File: config.mk
export PLATFORM = sky130hd
export DESIGN_NAME = usb_ft_bus_arbiter
export DESIGN_NICKNAME = d
export VERILOG_FILES = /design/src/rtl/usb_ft_bus_arbiter.sv
export SDC_FILE = /design/constraint.sdc
export NUM_CORES = 1
export LEC_CHECK = 0
export CELL_PAD_IN_SITES_DETAIL_PLACEMENT = 1
export CELL_PAD_IN_SITES_GLOBAL_PLACEMENT = 2
export CORE_MARGIN = 2
export CORE_UTILIZATION = 34
export CTS_BUF_LIST = sky130_fd_sc_hd__clkbuf_16
export CTS_CLUSTER_SIZE = 10
export DETAILED_ROUTE_END_ITERATION = 12
export PLACE_DENSITY = 0.92
export SLEW_MARGIN = 10
export SYNTH_ARGS = -nofsm -noshare
export SYNTH_HDL_FRONTEND = slang
export SYNTH_SLANG_ARGS = --single-unit
File: constraint.sdc
create_clock -name clk -period 2.68 [get_ports clk]
set_input_delay 0.402 -clock clk [delete_from_list [all_inputs] [get_ports clk]]
set_output_delay 0.402 -clock clk [all_outputs]
set_load 0.005 [all_outputs]
File: src/rtl/usb_ft_bus_arbiter.sv
// FT245 FIFO bus arbiter: time-sliced read/write cycles on a shared FT245 bus.
// Define USB_FT_FAIRNESS_EN for round-robin arbitration; default is read-priority.
module usb_ft_bus_arbiter #(
   parameter int unsigned RD_END_CYCLE_TIME    = 25,
   parameter int unsigned RD_STROBE_START_TIME = 2,
   parameter int unsigned RD_STROBE_STOP_TIME  = 12,
   parameter int unsigned RD_SAMPLE_TIME       = 9,
   parameter int unsigned WR_END_CYCLE_TIME    = 25,
   parameter int unsigned WR_STROBE_START_TIME = 5,
   parameter int unsigned WR_STROBE_STOP_TIME  = 15,
   parameter int unsigned WR_ZZZ_START_TIME    = 2,
   parameter int unsigned WR_ZZZ_STOP_TIME     = 22,
   parameter int unsigned GAP_TIME             = 3
) (
   input  logic       clk,
   input  logic       clrn,
   input  logic       FT_RXFn,
   input  logic       FT_TXEn,
   input  logic [7:0] FT_DATA_In,
   output logic       FT_RDn,
   output logic       FT_WR,
   output logic [7:0] FT_DATA_Out,
   output logic       FT_DATA_OE,
   input  logic       rx_hold,
   output logic       rx_valid,
   output logic [7:0] rx_data,
   input  logic       tx_valid,
   input  logic [7:0] tx_data,
   output logic       tx_ready
);

   localparam logic [7:0] RdEnd     = 8'(RD_END_CYCLE_TIME);
   localparam logic [7:0] RdStart   = 8'(RD_STROBE_START_TIME);
   localparam logic [7:0] RdStop    = 8'(RD_STROBE_STOP_TIME);
   localparam logic [7:0] RdSample  = 8'(RD_SAMPLE_TIME);
   localparam logic [7:0] WrEnd     = 8'(WR_END_CYCLE_TIME);
   localparam logic [7:0] WrStart   = 8'(WR_STROBE_START_TIME);
   localparam logic [7:0] WrStop    = 8'(WR_STROBE_STOP_TIME);
   localparam logic [7:0] OeStart   = 8'(WR_ZZZ_START_TIME);
   localparam logic [7:0] OeStop    = 8'(WR_ZZZ_STOP_TIME);
   localparam logic [7:0] GapLast   = 8'(GAP_TIME - 1);

   typedef enum logic [1:0] {StIdle, StRd, StWr, StGap} state_e;

   state_e     state_q;
   logic [7:0] cnt_q;
   logic [7:0] cnt_inc;
   logic       rxf_meta, rxf_s, txe_meta, txe_s;
   logic       rd_req, wr_req, grant_rd, grant_wr;
`ifdef USB_FT_FAIRNESS_EN
   logic       last_grant_wr;
`endif

   function automatic logic in_win(input logic [7:0] c, input logic [7:0] lo,
                                   input logic [7:0] hi);
      return (c >= lo) && (c < hi);
   endfunction

   always_ff @(posedge clk or negedge clrn) begin
      if (!clrn) begin
         rxf_meta <= 1'b1;
         rxf_s    <= 1'b1;
         txe_meta <= 1'b1;
         txe_s    <= 1'b1;
      end else begin
         rxf_meta <= FT_RXFn;
         rxf_s    <= rxf_meta;
         txe_meta <= FT_TXEn;
         txe_s    <= txe_meta;
      end
   end

   always_comb begin
      rd_req  = ~rxf_s & ~rx_hold;
      wr_req  = ~txe_s & tx_valid;
`ifdef USB_FT_FAIRNESS_EN
      grant_rd = rd_req & (~wr_req | last_grant_wr);
`else
      grant_rd = rd_req;
`endif
      grant_wr = wr_req & ~grant_rd;
      cnt_inc  = cnt_q + 8'd1;
   end

   // Strobe outputs are computed from the next count so they line up with cnt_q.
   always_ff @(posedge clk or negedge clrn) begin
      if (!clrn) begin
         state_q     <= StIdle;
         cnt_q       <= '0;
         FT_RDn      <= 1'b1;
         FT_WR       <= 1'b0;
         FT_DATA_OE  <= 1'b0;
         FT_DATA_Out <= '0;
         rx_valid    <= 1'b0;
         rx_data     <= '0;
         tx_ready    <= 1'b0;
`ifdef USB_FT_FAIRNESS_EN
         last_grant_wr <= 1'b1;
`endif
      end else begin
         rx_valid   <= 1'b0;
         tx_ready   <= 1'b0;
         FT_RDn     <= 1'b1;
         FT_WR      <= 1'b0;
         FT_DATA_OE <= 1'b0;
         unique case (state_q)
            StIdle: begin
               cnt_q <= '0;
               if (grant_rd) begin
                  state_q <= StRd;
                  FT_RDn  <= ~in_win(8'd0, RdStart, RdStop);
`ifdef USB_FT_FAIRNESS_EN
                  last_grant_wr <= 1'b0;
`endif
               end else if (grant_wr) begin
                  state_q     <= StWr;
                  tx_ready    <= 1'b1;
                  FT_DATA_Out <= tx_data;
                  FT_WR       <= in_win(8'd0, WrStart, WrStop);
                  FT_DATA_OE  <= in_win(8'd0, OeStart, OeStop);
`ifdef USB_FT_FAIRNESS_EN
                  last_grant_wr <= 1'b1;
`endif
               end
            end
            StRd: begin
               if (cnt_q == RdSample) begin
                  rx_data  <= FT_DATA_In;
                  rx_valid <= 1'b1;
               end
               if (cnt_q == RdEnd) begin
                  state_q <= StGap;
                  cnt_q   <= '0;
               end else begin
                  cnt_q  <= cnt_inc;
                  FT_RDn <= ~in_win(cnt_inc, RdStart, RdStop);
               end
            end
            StWr: begin
               if (cnt_q == WrEnd) begin
                  state_q <= StGap;
                  cnt_q   <= '0;
               end else begin
                  cnt_q      <= cnt_inc;
                  FT_WR      <= in_win(cnt_inc, WrStart, WrStop);
                  FT_DATA_OE <= in_win(cnt_inc, OeStart, OeStop);
               end
            end
            StGap: begin
               if (cnt_q == GapLast) begin
                  state_q <= StIdle;
                  cnt_q   <= '0;
               end else begin
                  cnt_q <= cnt_inc;
               end
            end
            default: begin
               state_q <= StIdle;
               cnt_q   <= '0;
            end
         endcase
      end
   end

endmodule

==> metrics.sh <==
P_SW_SHARE_PCT=33.2
CLOCK-SINKS=35
YS_TOP_CELLS_BY_COUNT='dfrtp_1, mux2_2, nor2_1'
SEQUENTIAL_CELL_AREA_UM2=882
DIE_X_UM=77.0
CRITICAL_PATH_ARRIVAL_NS=2.34
MAX-SLEW-MARGIN-REL_PCT=51.1
TIMING.HOLD.WORST.CLASS='reg2reg'
SEQ_AREA_FRAC_SYNTH_PCT=48.7
FINAL.SETUP_SKEW_NS=0.00222
SYN_AVG_CELL_AREA_UM2=11.1
DESIGN.FINAL.NETS=242
GLOBAL_ROUTE.OVERFLOW_TOTAL=0
INTERNAL_POWER_mW=1.41
ROUTED_WL_UM=4450
CORE_REGION_AREA_MM2=0.00514
COMB_POWER_SHARE_PCT=39.5
FINAL_CELL_AREA_MM2=0.00246
DESIGN.PORTCOUNT=43
MIN_FROM='txe_meta'
ROWS=26
ROUTEDWLPERCELL_UM=15.8
WORST_R2R_START='cnt_q[0]'
GLOBAL_ROUTE_USAGE_OVER_ALL_LAYERS_PCT=16.3
ANTENNA_VIOLATIONS_BEFORE_REPAIR=0
FINAL_LAYOUT_SIZE_SUFFIX_GT1_SHARE_PCT=17.5
POWERDENSITY_mW_PER_MM2=862
SYN_AREA_MM2=0.00181
LAYOUT-AREA-OVERHEAD-VS-SYNTH_PCT=35.5
TIMING.FINAL.CRIT_PERIOD_NS=2.17
VIA_COUNT_OF_THE_FIRST_GLOBAL_ROUTING_PASS=1456
MIN_PATH_CELLS=0
NETLIST-CELL-TYPE-COUNT=43
DRCVIOLATIONCOUNT=0
DIEHEIGHT_UM=77.0
MAX_BUFFERS_ROOT_TO_SINK=2
ANT_NETS=0
CLK_LAT_WORST_SKEW_NS=0.27
P_TOTAL_mW=2.12
SHARE_SEQ_OF_TOTAL_POWER_PCT=35.3
SYNTH_TOP_AREA_SHARE_PCT=41.4
SYNTH-EDFF-COUNT=0
TRITONCTS.NUM_BUFFERS=5
FINALHOLDVIOLCOUNT=0
RSZ0062_AT_GRT='no'
STARTPOINT_TYPE='flop'
DPL-INSTANCE-AREA_MM2=0.00232
FINAL.PERIOD_UTILIZATION_PCT=80.9
REQUIRED_NS=2.85
INSERTEDDIODECOUNT=0
TOTALNEGATIVESETUPSLACK_NS=0
CRITICALPATHCATEGORY='reg2reg'
DRT_ITER0_DRC=43
SYNTH.NET_COUNT=195
POST_CTS.REPAIR.SETUP_BUFFERS=0
ACHIEVABLE-FREQUENCY_MHz=461
CLKPWRFRAC_PCT=25.2
MULTIINPUTGATEAREA_UM2=862
GLOBAL_ROUTE_WIRE_LENGTH_BEFORE_REPAIR_UM=7490
VIAS_PER_CELL=4.95
CTSHOLDBUFFERS=0
SLEW_VIOL_FINAL=0
MAXIMUM_VDD_IR_DROP_mV=0.371
WORST_SETUP_PATH_STARTPOINT='cnt_q[0]'
REPORTED_MAX_CAP_VIOLATION_COUNT=0
FINAL_SETUP_VIOLATIONS=0
DR_TOTAL_VIAS=1391
GRT_MAX_DEGREE=36
SYNTHDOMINANTAREACELLTYPE='dfrtp_1'
SYNTH_FF_TYPE='dfrtp_1'
SYNTH-SEQ-CELLS=35
WORSTSETUPENDPOINTTYPE='flop'
DETAILEDPLACEMENTHPWL_UM=3260
TIMING_WORST_SLEW_PIN_VALUE_NS=0.732
CTS.HTREE.LEVELS=2
SYNTH_TOP_CELLS_BY_AREA='dfrtp_1, mux2_2, dfstp_2'
CP_MAX_FO=15
ASYNCSETRESETFLOPFRACSYNTH_PCT=100
INITIAL_UTILIZATION_PCT=35.3
FILL_CELLS=592
TOTAL_LEAKAGE_POWER_nW=1.07
DRT-PASS1-ITER-COUNT=4
OUTCOME='completed'
AREA_ENCLOSED_BY_THE_DIE_BOUNDARY_MM2=0.00593
SYNTH_CELLS=163
SWITCHING_POWER_uW=703
CLOCK-ROOT-BUFFER='clkbuf_16'
GLOBALPLACE.CONGESTION=0.772
YOSYS_WARNINGS=0
CTS.CLK_SLEW.WORST_PATHS_NS=0.05
TRITONCTS='done'
WORST-R2R-CELL-COUNT=5
CTS_RESIZED=0
SYNTH.MOST_COMMON_CELL='dfrtp_1'
PORTBUFFERS=42
-- power groups by stage --
stage | registers [mW] | logic, mW | clock network, mW
floorplan | 0.736 | 0.478 | 0
global placement | 0.753 | 0.815 | 0
detailed placement | 0.757 | 0.830 | 0
CTS | 0.748 | 0.847 | 0.550
global route | 0.767 | 0.922 | 0.585
finish | 0.747 | 0.837 | 0.534
-- metal layers --
metal / global-route usage (%) / vias up / share of wire (%)
li1: - / 674 / -
met1: 22.5 / 696 / 47
met2: 25.5 / 19 / 50
met3: 4.59 / 2 / 2.4
met4: 3.75 / 0 / 0.47
met5: 0 / - / 0
-- sequential cells by signal, summed over array words and instances (netlist names) --
name         cells
FT_DATA_Out      8
cnt_q            8
rx_data          8
state_q          2
FT_DATA_OE       1
FT_RDn           1
FT_WR            1
rx_valid         1
rxf_meta         1
rxf_s            1
tx_ready         1
txe_meta         1
txe_s            1
-- kinds of logic (layout without fill, tap and decap cells) --
logic type	count (synthesis)	count (layout)	synth area share, %
AND/OR/NAND/NOR	48	48	15.3
flip-flops	35	35	48.7
AO/OA/AOI/OAI	33	33	12.9
multiplexers	17	17	10.5
buffers and inverters	16	64	3.80
adder cells (fa/ha/maj)	10	10	6.90
XOR/XNOR	4	4	1.93
-- metrics by stage --
step	instances	hold slack, ns	utilization [%]	setup slack, ns
finish	281	0.359	47.8	0.512
global route	281	0.361	47.8	0.339
CTS	281	0.362	47.8	0.518
detailed placement	273	0.353	45.1	0.437
global placement	273	0.346	45.1	0.503
floorplan	163	0.106	-	0.839
-- path summary, 6_finish.rpt --
check                                 end  slack, ns
setup reg to reg                    FT_WR       0.51
max in group asynchronous          FT_RDn       1.79
setup / recovery                    FT_WR       0.51
hold / removal                      txe_s       0.36
hold reg to reg                     txe_s       0.36
min in group asynchronous  FT_DATA_Out[7]       0.54
-- worst max-delay path, cell delays in order, from the launching register on --
cell	delay (ns)
dfrtp_1	0.47
ha_1	0.42
a211o_2	0.39
a211oi_1	0.33
o221ai_1	0.22
a211oi_1	0.23
-- layout by cell type (no fill, tap or decap), types with 2 or more instances in the layout --
cell type,instances
clkdlybuf4s50_1,42
dfrtp_1,30
mux2_2,16
inv_1,12
nor2_1,11
ha_1,10
nand2_1,9
o21ai_0,7
nor2b_1,6
dfstp_2,5
nand3_1,5
clkbuf_16,5
nor3_1,4
buf_4,4
xnor2_1,3
a21oi_1,3
or3_1,3
a211oi_1,3
nor3_4,2
and3b_1,2
a31oi_1,2
o22ai_1,2
a211o_1,2
o211a_1,2
o32ai_1,2
-- layout make-up --
cell class	count	share of cell area, %
clock buffers	5	5.09
inverters	10	1.53
multi-input cells	112	35.1
well taps	70	3.56
repair buffers	46	18.3
clock inverters	3	0.509
flip-flops and latches	35	35.9
Note: power is estimated with default switching activity, not from simulation.
